`src/rtl/fb_draw_scheduler.sv`:
```
// fb_draw_scheduler
// Sequences solid-colour rectangle fills from NUM_REQ drawing requesters into
// the back buffer of a double-buffered frame memory. Requesters are served
// round-robin; each granted rectangle is clipped to the visible area and
// walked one pixel per accepted write. The front/back select is owned here
// and only flips during vertical blank, on request.
//
// state     | meaning
// ----------+-----------------------------------------------------------
// IDLE      | arbitrate: pending swap first, then round-robin request
// FILL      | present one pixel write per cycle, advance on wr_ready
// DONE      | one-cycle completion pulse to the granted requester
// SWAP_WAIT | hold off grants until vertical blank, then flip buffers
module fb_draw_scheduler #(
   parameter int X_PIXELS = 640,
   parameter int Y_PIXELS = 480,
   parameter int NUM_REQ  = 2,
   parameter int ADDR_W   = 19
) (
   input  logic                    CLOCK_25,
   input  logic                    RESET_N,
   input  logic [NUM_REQ-1:0]      req,
   input  logic [NUM_REQ*10-1:0]   req_x0,
   input  logic [NUM_REQ*10-1:0]   req_x1,
   input  logic [NUM_REQ*10-1:0]   req_y0,
   input  logic [NUM_REQ*10-1:0]   req_y1,
   input  logic [NUM_REQ*24-1:0]   req_color,
   output logic [NUM_REQ-1:0]      gnt,
   output logic [NUM_REQ-1:0]      done,
   input  logic                    swap_req,
   output logic                    swap_ack,
   input  logic [9:0]              vga_y,
   output logic                    front_buf,
   output logic                    wr_en,
   output logic                    wr_buf,
   output logic [ADDR_W-1:0]       wr_addr,
   output logic [23:0]             wr_data,
   input  logic                    wr_ready,
   output logic                    busy
);

   localparam int IDX_W = (NUM_REQ > 1) ? $clog2(NUM_REQ) : 1;

   localparam logic [9:0]        X_MAX      = 10'(X_PIXELS - 1);
   localparam logic [9:0]        Y_MAX      = 10'(Y_PIXELS - 1);
   localparam logic [9:0]        Y_BLANK    = 10'(Y_PIXELS);
   localparam logic [ADDR_W-1:0] ROW_STRIDE = ADDR_W'(X_PIXELS);
   localparam logic [IDX_W-1:0]  LAST_IDX   = IDX_W'(NUM_REQ - 1);

   typedef enum logic [1:0] {
      IDLE      = 2'd0,
      FILL      = 2'd1,
      DONE      = 2'd2,
      SWAP_WAIT = 2'd3
   } state_t;

   state_t state, state_nxt;

   logic [IDX_W-1:0]  rr_ptr;
   logic [IDX_W-1:0]  gnt_idx;
   logic              swap_pending;

   logic [9:0]        x0_q, x1_q, y1_q;
   logic [9:0]        cx_q, cy_q;
   logic [ADDR_W-1:0] addr_q;
   logic [23:0]       color_q;

   // Unpacked per-requester views of the packed rectangle buses
   logic [9:0]  x0_arr    [NUM_REQ];
   logic [9:0]  x1_arr    [NUM_REQ];
   logic [9:0]  y0_arr    [NUM_REQ];
   logic [9:0]  y1_arr    [NUM_REQ];
   logic [23:0] color_arr [NUM_REQ];

   for (genvar i = 0; i < NUM_REQ; i++) begin : g_unpack
      assign x0_arr[i]    = req_x0[i*10 +: 10];
      assign x1_arr[i]    = req_x1[i*10 +: 10];
      assign y0_arr[i]    = req_y0[i*10 +: 10];
      assign y1_arr[i]    = req_y1[i*10 +: 10];
      assign color_arr[i] = req_color[i*24 +: 24];
   end

   logic              arb_found;
   logic [IDX_W-1:0]  arb_idx;
   logic [IDX_W-1:0]  cand_idx;

   // Round-robin search: first active request at or above the pointer, wrapping
   always_comb begin
      arb_found = 1'b0;
      arb_idx   = '0;
      cand_idx  = '0;
      for (int k = 0; k < NUM_REQ; k++) begin
         cand_idx = IDX_W'((int'(rr_ptr) + k) % NUM_REQ);
         if (!arb_found && req[cand_idx]) begin
            arb_found = 1'b1;
            arb_idx   = cand_idx;
         end
      end
   end

   logic [9:0]        sel_x0, sel_x1c, sel_y0, sel_y1c;
   logic              sel_empty;
   logic [ADDR_W-1:0] start_addr;

   // Clip the selected rectangle to the visible area and find its first pixel
   always_comb begin
      sel_x0     = x0_arr[arb_idx];
      sel_y0     = y0_arr[arb_idx];
      sel_x1c    = (x1_arr[arb_idx] > X_MAX) ? X_MAX : x1_arr[arb_idx];
      sel_y1c    = (y1_arr[arb_idx] > Y_MAX) ? Y_MAX : y1_arr[arb_idx];
      sel_empty  = (sel_x0 > sel_x1c) || (sel_y0 > sel_y1c);
      start_addr = ADDR_W'(sel_y0) * ROW_STRIDE + ADDR_W'(sel_x0);
   end

   logic grant_load;
   logic pix_accept;
   logic swap_fire;
   logic last_pix;

   assign last_pix = (cx_q == x1_q) && (cy_q == y1_q);

   // State register
   always_ff @(posedge CLOCK_25 or negedge RESET_N) begin
      if (!RESET_N) begin
         state <= IDLE;
      end else begin
         state <= state_nxt;
      end
   end

   // Next-state decode and per-cycle control strobes
   always_comb begin
      state_nxt  = state;
      grant_load = 1'b0;
      pix_accept = 1'b0;
      swap_fire  = 1'b0;
      case (state)
         IDLE: begin
            if (swap_pending) begin
               state_nxt = SWAP_WAIT;
            end else if (arb_found) begin
               grant_load = 1'b1;
               state_nxt  = sel_empty ? DONE : FILL;
            end
         end
         FILL: begin
            if (wr_ready) begin
               pix_accept = 1'b1;
               if (last_pix) begin
                  state_nxt = DONE;
               end
            end
         end
         DONE: begin
            state_nxt = IDLE;
         end
         SWAP_WAIT: begin
            if (vga_y >= Y_BLANK) begin
               swap_fire = 1'b1;
               state_nxt = IDLE;
            end
         end
         default: begin
            state_nxt = IDLE;
         end
      endcase
   end

   // Outputs decoded from state; grant stays up through FILL and DONE
   always_comb begin
      gnt = '0;
      done = '0;
      if (state == FILL || state == DONE) begin
         gnt[gnt_idx] = 1'b1;
      end
      if (state == DONE) begin
         done[gnt_idx] = 1'b1;
      end
      wr_en    = (state == FILL);
      busy     = (state != IDLE);
      swap_ack = swap_fire;
      wr_buf   = ~front_buf;
      wr_addr  = addr_q;
      wr_data  = color_q;
   end

   // Rectangle walker: latch on grant, step column/row on each accepted write.
   // The row wrap rewinds by the rectangle width and adds one stride, which
   // avoids a multiplier in the per-pixel path.
   always_ff @(posedge CLOCK_25 or negedge RESET_N) begin
      if (!RESET_N) begin
         gnt_idx <= '0;
         x0_q    <= '0;
         x1_q    <= '0;
         y1_q    <= '0;
         cx_q    <= '0;
         cy_q    <= '0;
         addr_q  <= '0;
         color_q <= '0;
      end else if (grant_load) begin
         gnt_idx <= arb_idx;
         x0_q    <= sel_x0;
         x1_q    <= sel_x1c;
         y1_q    <= sel_y1c;
         cx_q    <= sel_x0;
         cy_q    <= sel_y0;
         addr_q  <= start_addr;
         color_q <= color_arr[arb_idx];
      end else if (pix_accept && !last_pix) begin
         if (cx_q == x1_q) begin
            cx_q   <= x0_q;
            cy_q   <= cy_q + 10'd1;
            addr_q <= addr_q + ROW_STRIDE - ADDR_W'(x1_q - x0_q);
         end else begin
            cx_q   <= cx_q + 10'd1;
            addr_q <= addr_q + 1'b1;
         end
      end
   end

   // Round-robin pointer moves past the requester just completed
   always_ff @(posedge CLOCK_25 or negedge RESET_N) begin
      if (!RESET_N) begin
         rr_ptr <= '0;
      end else if (state == DONE) begin
         rr_ptr <= (gnt_idx == LAST_IDX) ? '0 : gnt_idx + 1'b1;
      end
   end

   // Swap bookkeeping; a request landing on the swap cycle merges into it
   always_ff @(posedge CLOCK_25 or negedge RESET_N) begin
      if (!RESET_N) begin
         swap_pending <= 1'b0;
         front_buf    <= 1'b0;
      end else begin
         if (swap_fire) begin
            swap_pending <= 1'b0;
            front_buf    <= ~front_buf;
         end else if (swap_req) begin
            swap_pending <= 1'b1;
         end
      end
   end

endmodule

```
`config.mk`:
```
export PLATFORM = sky130hd
export DESIGN_NAME = fb_draw_scheduler
export DESIGN_NICKNAME = d
export VERILOG_FILES = /design/src/rtl/fb_draw_scheduler.sv
export SDC_FILE = /design/constraint.sdc
export NUM_CORES = 1
export LEC_CHECK = 0
export BUFFER_PORTS_ARGS = -buffer_cell sky130_fd_sc_hd__buf_2
export CORE_ASPECT_RATIO = 1.75
export CORE_MARGIN = 2
export CORE_UTILIZATION = 35
export DETAILED_ROUTE_END_ITERATION = 10
export PLACE_DENSITY = 0.66
export SETUP_SLACK_MARGIN = 0.2
export SYNTH_ARGS = -nofsm -noshare
export SYNTH_HDL_FRONTEND = slang
export SYNTH_SLANG_ARGS = --single-unit
```
`constraint.sdc`:
```
create_clock -name CLOCK_25 -period 4.85 [get_ports CLOCK_25]
set_input_delay 0 -clock CLOCK_25 [delete_from_list [all_inputs] [get_ports CLOCK_25]]
set_output_delay 0 -clock CLOCK_25 [all_outputs]
set_load 0.02 [all_outputs]
```
**After elaboration in Yosys (flattened, before gate mapping)**

Index checks and enable logic that the tools add are counted.

- Multipliers: 1
- Add/subtract/negate cells: 9
- Eq/ne operators: 9
- Magnitude comparators: 10
- Bitwise gates (word level): 2
- Muxes and demuxes: 55
- Reduce and logical (&&, ||, !) cells: 15

Operator list:

| operator | number |
|---|---|
| $mux W10 | 20 |
| $mux W24 | 3 |
| $mux W19 | 3 |
| $add A10 B1 Y10 const B | 2 |
| $eq A10 B10 Y1 | 2 |
| $gt A10 B10 Y1 | 2 |
| $add A19 B1 Y19 const B | 1 |
| $add A19 B10 Y19 | 1 |
| $add A19 B10 Y19 const B | 1 |
| $mux W1 | 19 |
| $sub A19 B19 Y19 | 1 |
| $mux W2 | 8 |
| $mul A10 B3 Y12 const B | 1 |
| $sub A10 B10 Y11 | 1 |
| $ge A10 B9 Y1 const B | 1 |
| $gt A10 B10 Y1 const B | 1 |
| $gt A10 B9 Y1 const B | 1 |
| $pmux W2 S4 | 1 |
| $reduce_bool A2 Y1 | 4 |
| $lt A1 B2 Y1 const B | 3 |
| $eq A2 B2 Y1 const B | 2 |
| $logic_and A1 B1 Y1 | 4 |
| $ne A2 B1 Y1 const B | 2 |
| $reduce_and A4 Y1 | 1 |
| 13 further kinds | 16 |

- Word-level logic and storage cells: 113
- Flip-flop bits (word level): 99
- Output and inout bits: 52

**Longest topological paths before layout**

Gate-level depths: netlist (run 1).

- Depth in word-level cells: 18
- Depth in mapped cells: 19
- Gate-level depth less buffers: 19

**Worst setup path after synthesis (run 1)**

OpenSTA, ideal clock, no wires.

- Path kind: register to register
- Start: register x1_q[0]
- End: register addr_q[15], in the netlist wr_addr[15]
- Slack: 0.958 ns
- Arrival time: 3.742 ns
- Setup time: 0.150 ns
- Stages on the path, launching flop included: 18
- Path through: dfrtp_1 -> inv_1 -> ha_1 -> inv_1 -> fa_1 -> a21oi_1 -> o2111ai_1 -> a31oi_1 -> o21bai_1 -> ha_1 -> ha_1 -> and4_1 -> nor2b_1 -> o21a_1 -> o31a_1 -> or3_1 -> a21oi_1 -> o311ai_0

- Word-level cells in the longest chain between the ends: 5

RTL lines:

| element | RTL line | source |
|---|---|---|
| from (decl) | 63 | `logic [9:0] x0_q, x1_q, y1_q;` |
| from (signal assigned) | 203 | `x1_q <= sel_x1c;` |
| $sub A10 B10 Y11 or $eq A10 B10 Y1 (tied branches) | 213, 120, 210 |  |
| $sub A19 B19 Y19 or $logic_and A1 B1 Y1 (tied branches) | 213, 120 |  |
| $mux W19 or $logic_not A1 Y1 (tied branches) | 210, 209 |  |
| $mux W19 or $logic_and A1 B1 Y1 (tied branches) | 209 | `end else if (pix_accept && !last_pix) begin` |
| $mux W19 or $reduce_bool A2 Y1 (tied branches) | n/a |  |
| to (signal assigned) | 207 | `addr_q <= start_addr;` |
| to (signal assigned) | 213 | `addr_q <= addr_q + ROW_STRIDE - ADDR_W'(x1_q - x0_q);` |
| to (signal assigned) | 216 | `addr_q <= addr_q + 1'b1;` |
| to (decl) | 65 | `logic [ADDR_W-1:0] addr_q;` |

Parallel ways exist; a longest one is shown, timed or not. The select of a mux whose other input is x is not followed.
A chain may end at the register's enable or synchronous reset.

**Worst setup path after layout (run 1)**

- Start: register x0_q[1]
- End: register addr_q[12], in the netlist wr_addr[12]

- Word-level cells in the longest chain between the ends: 5

RTL lines:

| element | RTL line | source |
|---|---|---|
| from (decl) | 63 |  |
| from (signal assigned) | 202 | `x0_q <= sel_x0;` |
| $sub A10 B10 Y11 | 213 |  |
| $sub A19 B19 Y19 | 213 |  |
| $mux W19 | 210 | `if (cx_q == x1_q) begin` |
| $mux W19 | 209 |  |
| $mux W19 | 200 | `end else if (grant_load) begin` |

Every way passes these cells. The select of a mux whose other input is x is not followed.

==> results of run 1 <==
[per-layer routing]
| metal | track usage, % | vias to the layer above | share of wire (%) |
|---|---|---|---|
| met1 | 22.60 | 4038 | 38 |
| met3 | 3.084 | 58 | 3.8 |
| met5 | 0 | - | 0 |
| met4 | 10.54 | 0 | 4.1 |
| met2 | 40.47 | 226 | 54 |
| li1 | - | 4192 | - |
[report_power, final]
| group | total [mW] | switching [mW] | leakage, nW | internal, mW |
|---|---|---|---|---|
| Sequential | 1.65 | 0.423 | 1.16 | 1.22 |
| Combinational | 5.97 | 3.38 | 3.76 | 2.60 |
| Clock | 0.784 | 0.350 | 0.154 | 0.434 |
| Total | 8.41 | 4.15 | 5.08 | 4.26 |
[through the flow]
stage          cell area (µm²)  cells  power (mW)  hold slack [ps]  setup slack, ps
6_report                 10570   1586       8.407            17.38            461.7
5_1_grt                  10570   1586       9.186            58.41            131.3
4_1_cts                  10560   1586       8.374            15.58            340.6
3_5_place_dp              9747   1520       7.361            138.1            379.9
3_3_place_gp              9747   1520       7.264            140.7            402.6
2_1_floorplan             8494   1054       5.933           -295.6            957.8
[cells in the mapped netlist, types with 8 or more instances]
library cell    n
nor2b_1         8
inv_1          39
nand3_1        25
o22ai_1         8
a211oi_1        9
xor2_1         34
dfrtp_1        99
nand2_1       196
nor2_1         89
and2_1         13
o21ai_0        63
nor3_1         22
ha_1           92
o21a_1          8
a21o_1         18
nand4_1        16
and3_1         24
a31oi_1        36
mux2i_1        12
xnor2_1        39
clkbuf_1       30
a21oi_1        49
[area by class of cell]
class | instances | area share [%]
Tap cell | 308 | 3.647
Sequential cell | 99 | 23.45
Multi-Input combinational cell | 869 | 53.62
Timing Repair Buffer | 255 | 14.94
Inverter | 39 | 1.385
Clock inverter | 4 | 0.5329
Clock buffer | 12 | 2.427
[cells by family after synthesis]
logic type	Yosys count	synth area share, %
AND/OR/NAND/NOR	429	23.30
AO/OA/AOI/OAI	258	19.68
flip-flops	99	29.16
adder cells (fa/ha/maj)	96	14.49
buffers and inverters	86	4.375
XOR/XNOR	73	7.527
multiplexers	12	1.414
other	1	0.04415
[flip-flops by register name, indices dropped and copies added (netlist names)]
register	count
wr_addr	19
swap_pending	1
cx_q	10
x1_q	10
x0_q	10
gnt_idx	1
front_buf	1
cy_q	10
wr_data	24
rr_ptr	1
y1_q	10
state	2
[worst max-delay path: cells and delay by family, from the launching register on]
family	cells	cell delay (ps)
compound gates	10	2250
xor+xnor	1	160
fa+ha+maj	3	900
flops	1	400
simple gates	3	390
buf+inv	2	140
[worst min path at each step]
stage                     startpoint  endpoint  slack [ps]
after global placement       RESET_N   x0_q[2]         140
after global routing      req_y1[10]   y1_q[0]          60
after CTS                  req_y0[9]   cy_q[9]          20
after floorplan              RESET_N   cx_q[0]        -300
final                      req_y0[9]   cy_q[9]          20
after detailed placement     RESET_N   x0_q[2]         140
[repair_timing]
item / in CTS / in global routing
gates resized for setup: 0 / 3
hold buffers: 50 / 0
hold endpoints to repair: 78 / 0
endpoints found under the setup margin: 0 / 4
buffers inserted: 0 / 0
==> run summary, run 1 <==
Status: finished, final reports clean
Core outline area: 23930 µm²
Reg2Reg Launch Point: x0_q[1]
Number of global-route vias before repair: 8631
Setup TNS: 0 ps
Routability congestion estimate: 0.8839
Static Leak: 5.076 nW
Commonest non-fill, non-tap cell in the layout: nand2_1
Asr flop ratio synth: 100.0%
HPWL after DPL: 20600 µm
Most used cell, CP: ha_1
Row cnt: 75
IO buf count: 190
Clock Skew: 7.505 ps
Proportion of layout cells with a drive suffix above 1: 18.47%
CP Max Fanout: 6
Number of routed nets with antenna violations: 0
Yosys cell types: 68
Largest net degree at the start of global routing: 72
Slew Viols, Final: 0
Initial antenna violation count: 0
Clock Tree Buf Depth: 2
Hold path depth: 3
Mapped Cells: 1054
H-tree depth: 3
Crit start category: flop
Reg2Reg Capture Point: wr_addr[12]
Register Area: 2477 µm²
First-pass DRT Iterations: 5
Routed WL: 27020 µm
Crit path DAT: 4610 ps
Max-cap viol count: 0
R2r worst-path depth: 19
Worst-path clk slew: 70 ps
Final Setup Violations: 0
Remaining DRCs: 0
#FFs+latches synth: 99
Die area: 25580 µm²
Yosys warnings: 0
Slew at the pin with the worst max-slew slack: 921.7 ps
Worst Setup SP: x0_q[1]
Top-area cell type share of the netlist area: 29.16%
Tot GR Track Use: 21.42%
Avg Cell Area, Syn: 8.059 µm²
Largest area contributor in the netlist: dfrtp_1
Final hold violation count: 0
Clock insertion delay at the later pin of the skew report: 350 ps
F_max: 0.2279 GHz
Mapped Area: 8494 µm²
Synth Flop Type: dfrtp_1
Commonest non-fill, non-tap cells in the layout: nand2_1 (196), buf_2 (189), dfrtp_1 (99), ha_1 (92), nor2_1 (88)
Routed vias: 8514
IO Pins: 196
Worst Path Required: 5070 ps
Grt ovf: 0
Worst slew margin: 38.55%
CTS tree: done
Post-layout min period: 4388 ps
Worst Setup EP: wr_addr[12]
Slowest-stage cell, CP: a2111oi_2
Worst Hold Class: in2reg
Final period util: 90.48%
First-pass GRT wire length: 43090 µm
Synth Net Count: 1294
EDFF count, synth: 0
Area of the multi-input gates: 5665 µm²
Filler instances: 2399
Inserted Clock Buffers: 9
Post-layout util: 44.16%
Setup CP Type: reg2reg
Die span in x: 121.8 µm
Root buffer cell: clkbuf_16
CP max stage delay: 480 ps
Clock sinks: 99
Layout area overhead: 24.39%
# diodes: 0
Fin nets: 1513
Via density: 5.368
Unrepaired setup endpoints after global routing: true
Drt wl/cell: 17.03 µm
Flop2flop setup slack: 460 ps
Worst vdd ir: 0.3158 mV
Crit end category: flop
Power Density: 795.6 nW/µm²
Sequence of cells on the critical path: inv_1 > ha_1 > nor2b_1 > o21ai_0 > a21oi_1 > o21ai_0 > nand2b_1 > a31oi_1 > o211ai_1 > ha_1 > inv_1 > ha_1 > a21oi_1 > o21ai_1 > a2111oi_2 > nor3_1 > xor2_1 > a2111oi_0 > a211oi_1
Starting Density: 35.50%
Chip height: 210.1 µm
Synth top area cells: dfrtp_1 (29%), ha_1 (14%), nand2_1 (8.7%), xnor2_1 (4.0%), nor2_1 (3.9%)
Seq/Total Area, Yosys: 29.16%
Initial drt markers: 306
(Power assumes the default switching activity.)
==> inputs of run 2 (changes only) <==
Settings changed: CORE_UTILIZATION 35 to 56, CTS_BUF_LIST from default to sky130_fd_sc_hd__clkbuf_4 sky130_fd_sc_hd__clkbuf_8 sky130_fd_sc_hd__clkbuf_16, PLACE_DENSITY 0.66 to 0.92.
==> run summary, run 2 (synthesized netlist as in run 1, its figures left out) <==
Commonest non-fill, non-tap cell in the layout: nand2_1
CP max stage delay: 470 ps
Post-layout util: 70.15%
Setup CP Type: reg2reg
Final hold violation count: 0
Slew Viols, Final: 0
CP Max Fanout: 6
Routability congestion estimate: 0.9280
Number of global-route vias before repair: 9793
Chip height: 166.9 µm
Clock Tree Buf Depth: 2
Setup TNS: 0 ps
Status: finished, final reports clean
Unrepaired setup endpoints after global routing: false
Inserted Clock Buffers: 9
Worst Path Required: 5140 ps
Final WS setup: 450.8 ps
Clock Skew: 11.98 ps
Worst slew margin: 32.20%
Layout area overhead: 22.54%
Die span in x: 97.10 µm
Max FFs per register: 24
Grt ovf: 0
Final period util: 90.70%
R2r worst-path depth: 19
Core outline area: 14840 µm²
Power Density: 829.3 nW/µm²
Routed vias: 9504
Largest net degree at the start of global routing: 53
Reg2Reg Capture Point: wr_addr[16]
Hold path depth: 5
Remaining DRCs: 0
H-tree depth: 3
Crit start category: flop
Crit path DAT: 4690 ps
Initial drt markers: 917
Slowest-stage cell, CP: a2111oi_1
Proportion of layout cells with a drive suffix above 1: 18.37%
Die area: 16210 µm²
IO Pins: 196
Root buffer cell: clkbuf_16
Register Area: 2477 µm²
Drt wl/cell: 20.60 µm
Flop2flop setup slack: 450 ps
DP Worst Slack: 395.7 ps
Commonest non-fill, non-tap cells in the layout: nand2_1 (196), buf_2 (189), dfrtp_1 (99), ha_1 (92), nor2_1 (88)
CTS tree: done
Tot GR Track Use: 36.32%
Worst Hold Class: in2reg
Static Leak: 5.085 nW
Number of routed nets with antenna violations: 0
Filler instances: 989
First-pass GRT wire length: 47890 µm
Starting Density: 57.25%
HPWL after DPL: 19660 µm
CP Buf/Inv Count: 2
Worst vdd ir: 0.5222 mV
Row cnt: 59
Clock insertion delay at the later pin of the skew report: 360 ps
Initial antenna violation count: 0
Max-cap viol count: 0
Reg2Reg Launch Point: x0_q[1]
Clock sinks: 99
Routed WL: 30110 µm
Crit-path leading delay family: compound AO/OA/AOI/OAI gates
IO buf count: 190
# diodes: 0
Post-layout min period: 4399 ps
Worst hold path endpoint: x1_q[0]
Post-CTS setup repair buffer count: 0
Final Setup Violations: 0
Sequence of cells on the critical path: inv_1 > ha_1 > nor2b_1 > o21ai_1 > a21oi_1 > o21ai_0 > nand2b_1 > a31oi_1 > o211ai_1 > ha_1 > inv_1 > ha_1 > nand2_1 > o21ai_0 > a2111oi_2 > nor3_1 > o21ai_0 > a2111oi_1 > a2bb2oi_1
Worst-path clk slew: 80 ps
Fin nets: 1514
Via density: 6.501
First-pass DRT Iterations: 5
Hold wc startpoint: req_x1[10]
Crit end category: flop
Slew at the pin with the worst max-slew slack: 1017 ps
F_max: 0.2273 GHz
Area of the multi-input gates: 5659 µm²
-- run 2: cell count changes in the layout (fill, tap and decap cells not counted), sizes merged --
cell	previous run	this run
dlygate4sd3	50	52
inv	41	43
buf	205	204
clkbuf	12	10
-- run 2: where the power goes --
group / switching (mW) / internal, mW
logic: 3.55 / 2.59
registers: 0.471 / 1.22
clock network: 0.369 / 0.427
total: 4.39 / 4.24
-- run 2: tightest hold or removal path: cells and delay by family --
| family | cells | cell delay, ps |
|---|---|---|
| simple gates | 3 | 220 |
| compound gates | 1 | 80 |
| buf+inv | 1 | 80 |
-- run 2: cell type report --
type                       count  share of cell area (%)
clock inverter                 6                  0.7573
inverter                      39                   1.406
clock buffer                  10                   2.296
tap                          183                   2.200
sequential                    99                   23.80
multi-input combinational    869                   54.37
timing repair buffer         256                   15.17
-- run 2: metrics by stage --
| step | area [µm²] | total power, mW | instances | hold WS, ps |
|---|---|---|---|---|
| 4_1_cts | 10400 | 8.369 | 1462 | 11.83 |
| 5_1_grt | 10410 | 9.220 | 1462 | 74.71 |
| 3_3_place_gp | 9565 | 7.122 | 1394 | 48.65 |
| 6_report | 10410 | 8.632 | 1462 | 57.80 |
| 2_1_floorplan | 8494 | 5.933 | 1054 | -295.6 |
| 3_5_place_dp | 9565 | 7.336 | 1394 | 42.68 |
-- run 2: worst max-delay path by stage --
stage | start | to | slack (ps) | cells after the start
2_1_floorplan | x1_q[0] | wr_addr[15] | 960 | 17
3_3_place_gp | x0_q[0] | wr_addr[15] | 480 | 16
3_5_place_dp | x1_q[0] | wr_addr[15] | 400 | 17
4_1_cts | x1_q[0] | wr_addr[15] | 350 | 17
5_1_grt | x0_q[1] | wr_addr[12] | 220 | 19
6_report | x0_q[1] | wr_addr[16] | 450 | 19
-- run 2: metal layers --
| layer | up-vias | global-route usage [%] | share of wire [%] |
|---|---|---|---|
| met5 | - | 0 | 0 |
| met4 | 0 | 28.48 | 9.4 |
| met3 | 216 | 6.714 | 8.2 |
| met2 | 678 | 64.07 | 50 |
| met1 | 4423 | 37.20 | 32 |
| li1 | 4187 | - | - |
-- run 2: repair_timing --
| action | CTS | global route |
|---|---|---|
| setup endpoints to repair | 0 | 4 |
| gates resized for setup | 0 | 3 |
| hold endpoints to repair | 73 | 0 |
| hold buffers | 52 | 0 |
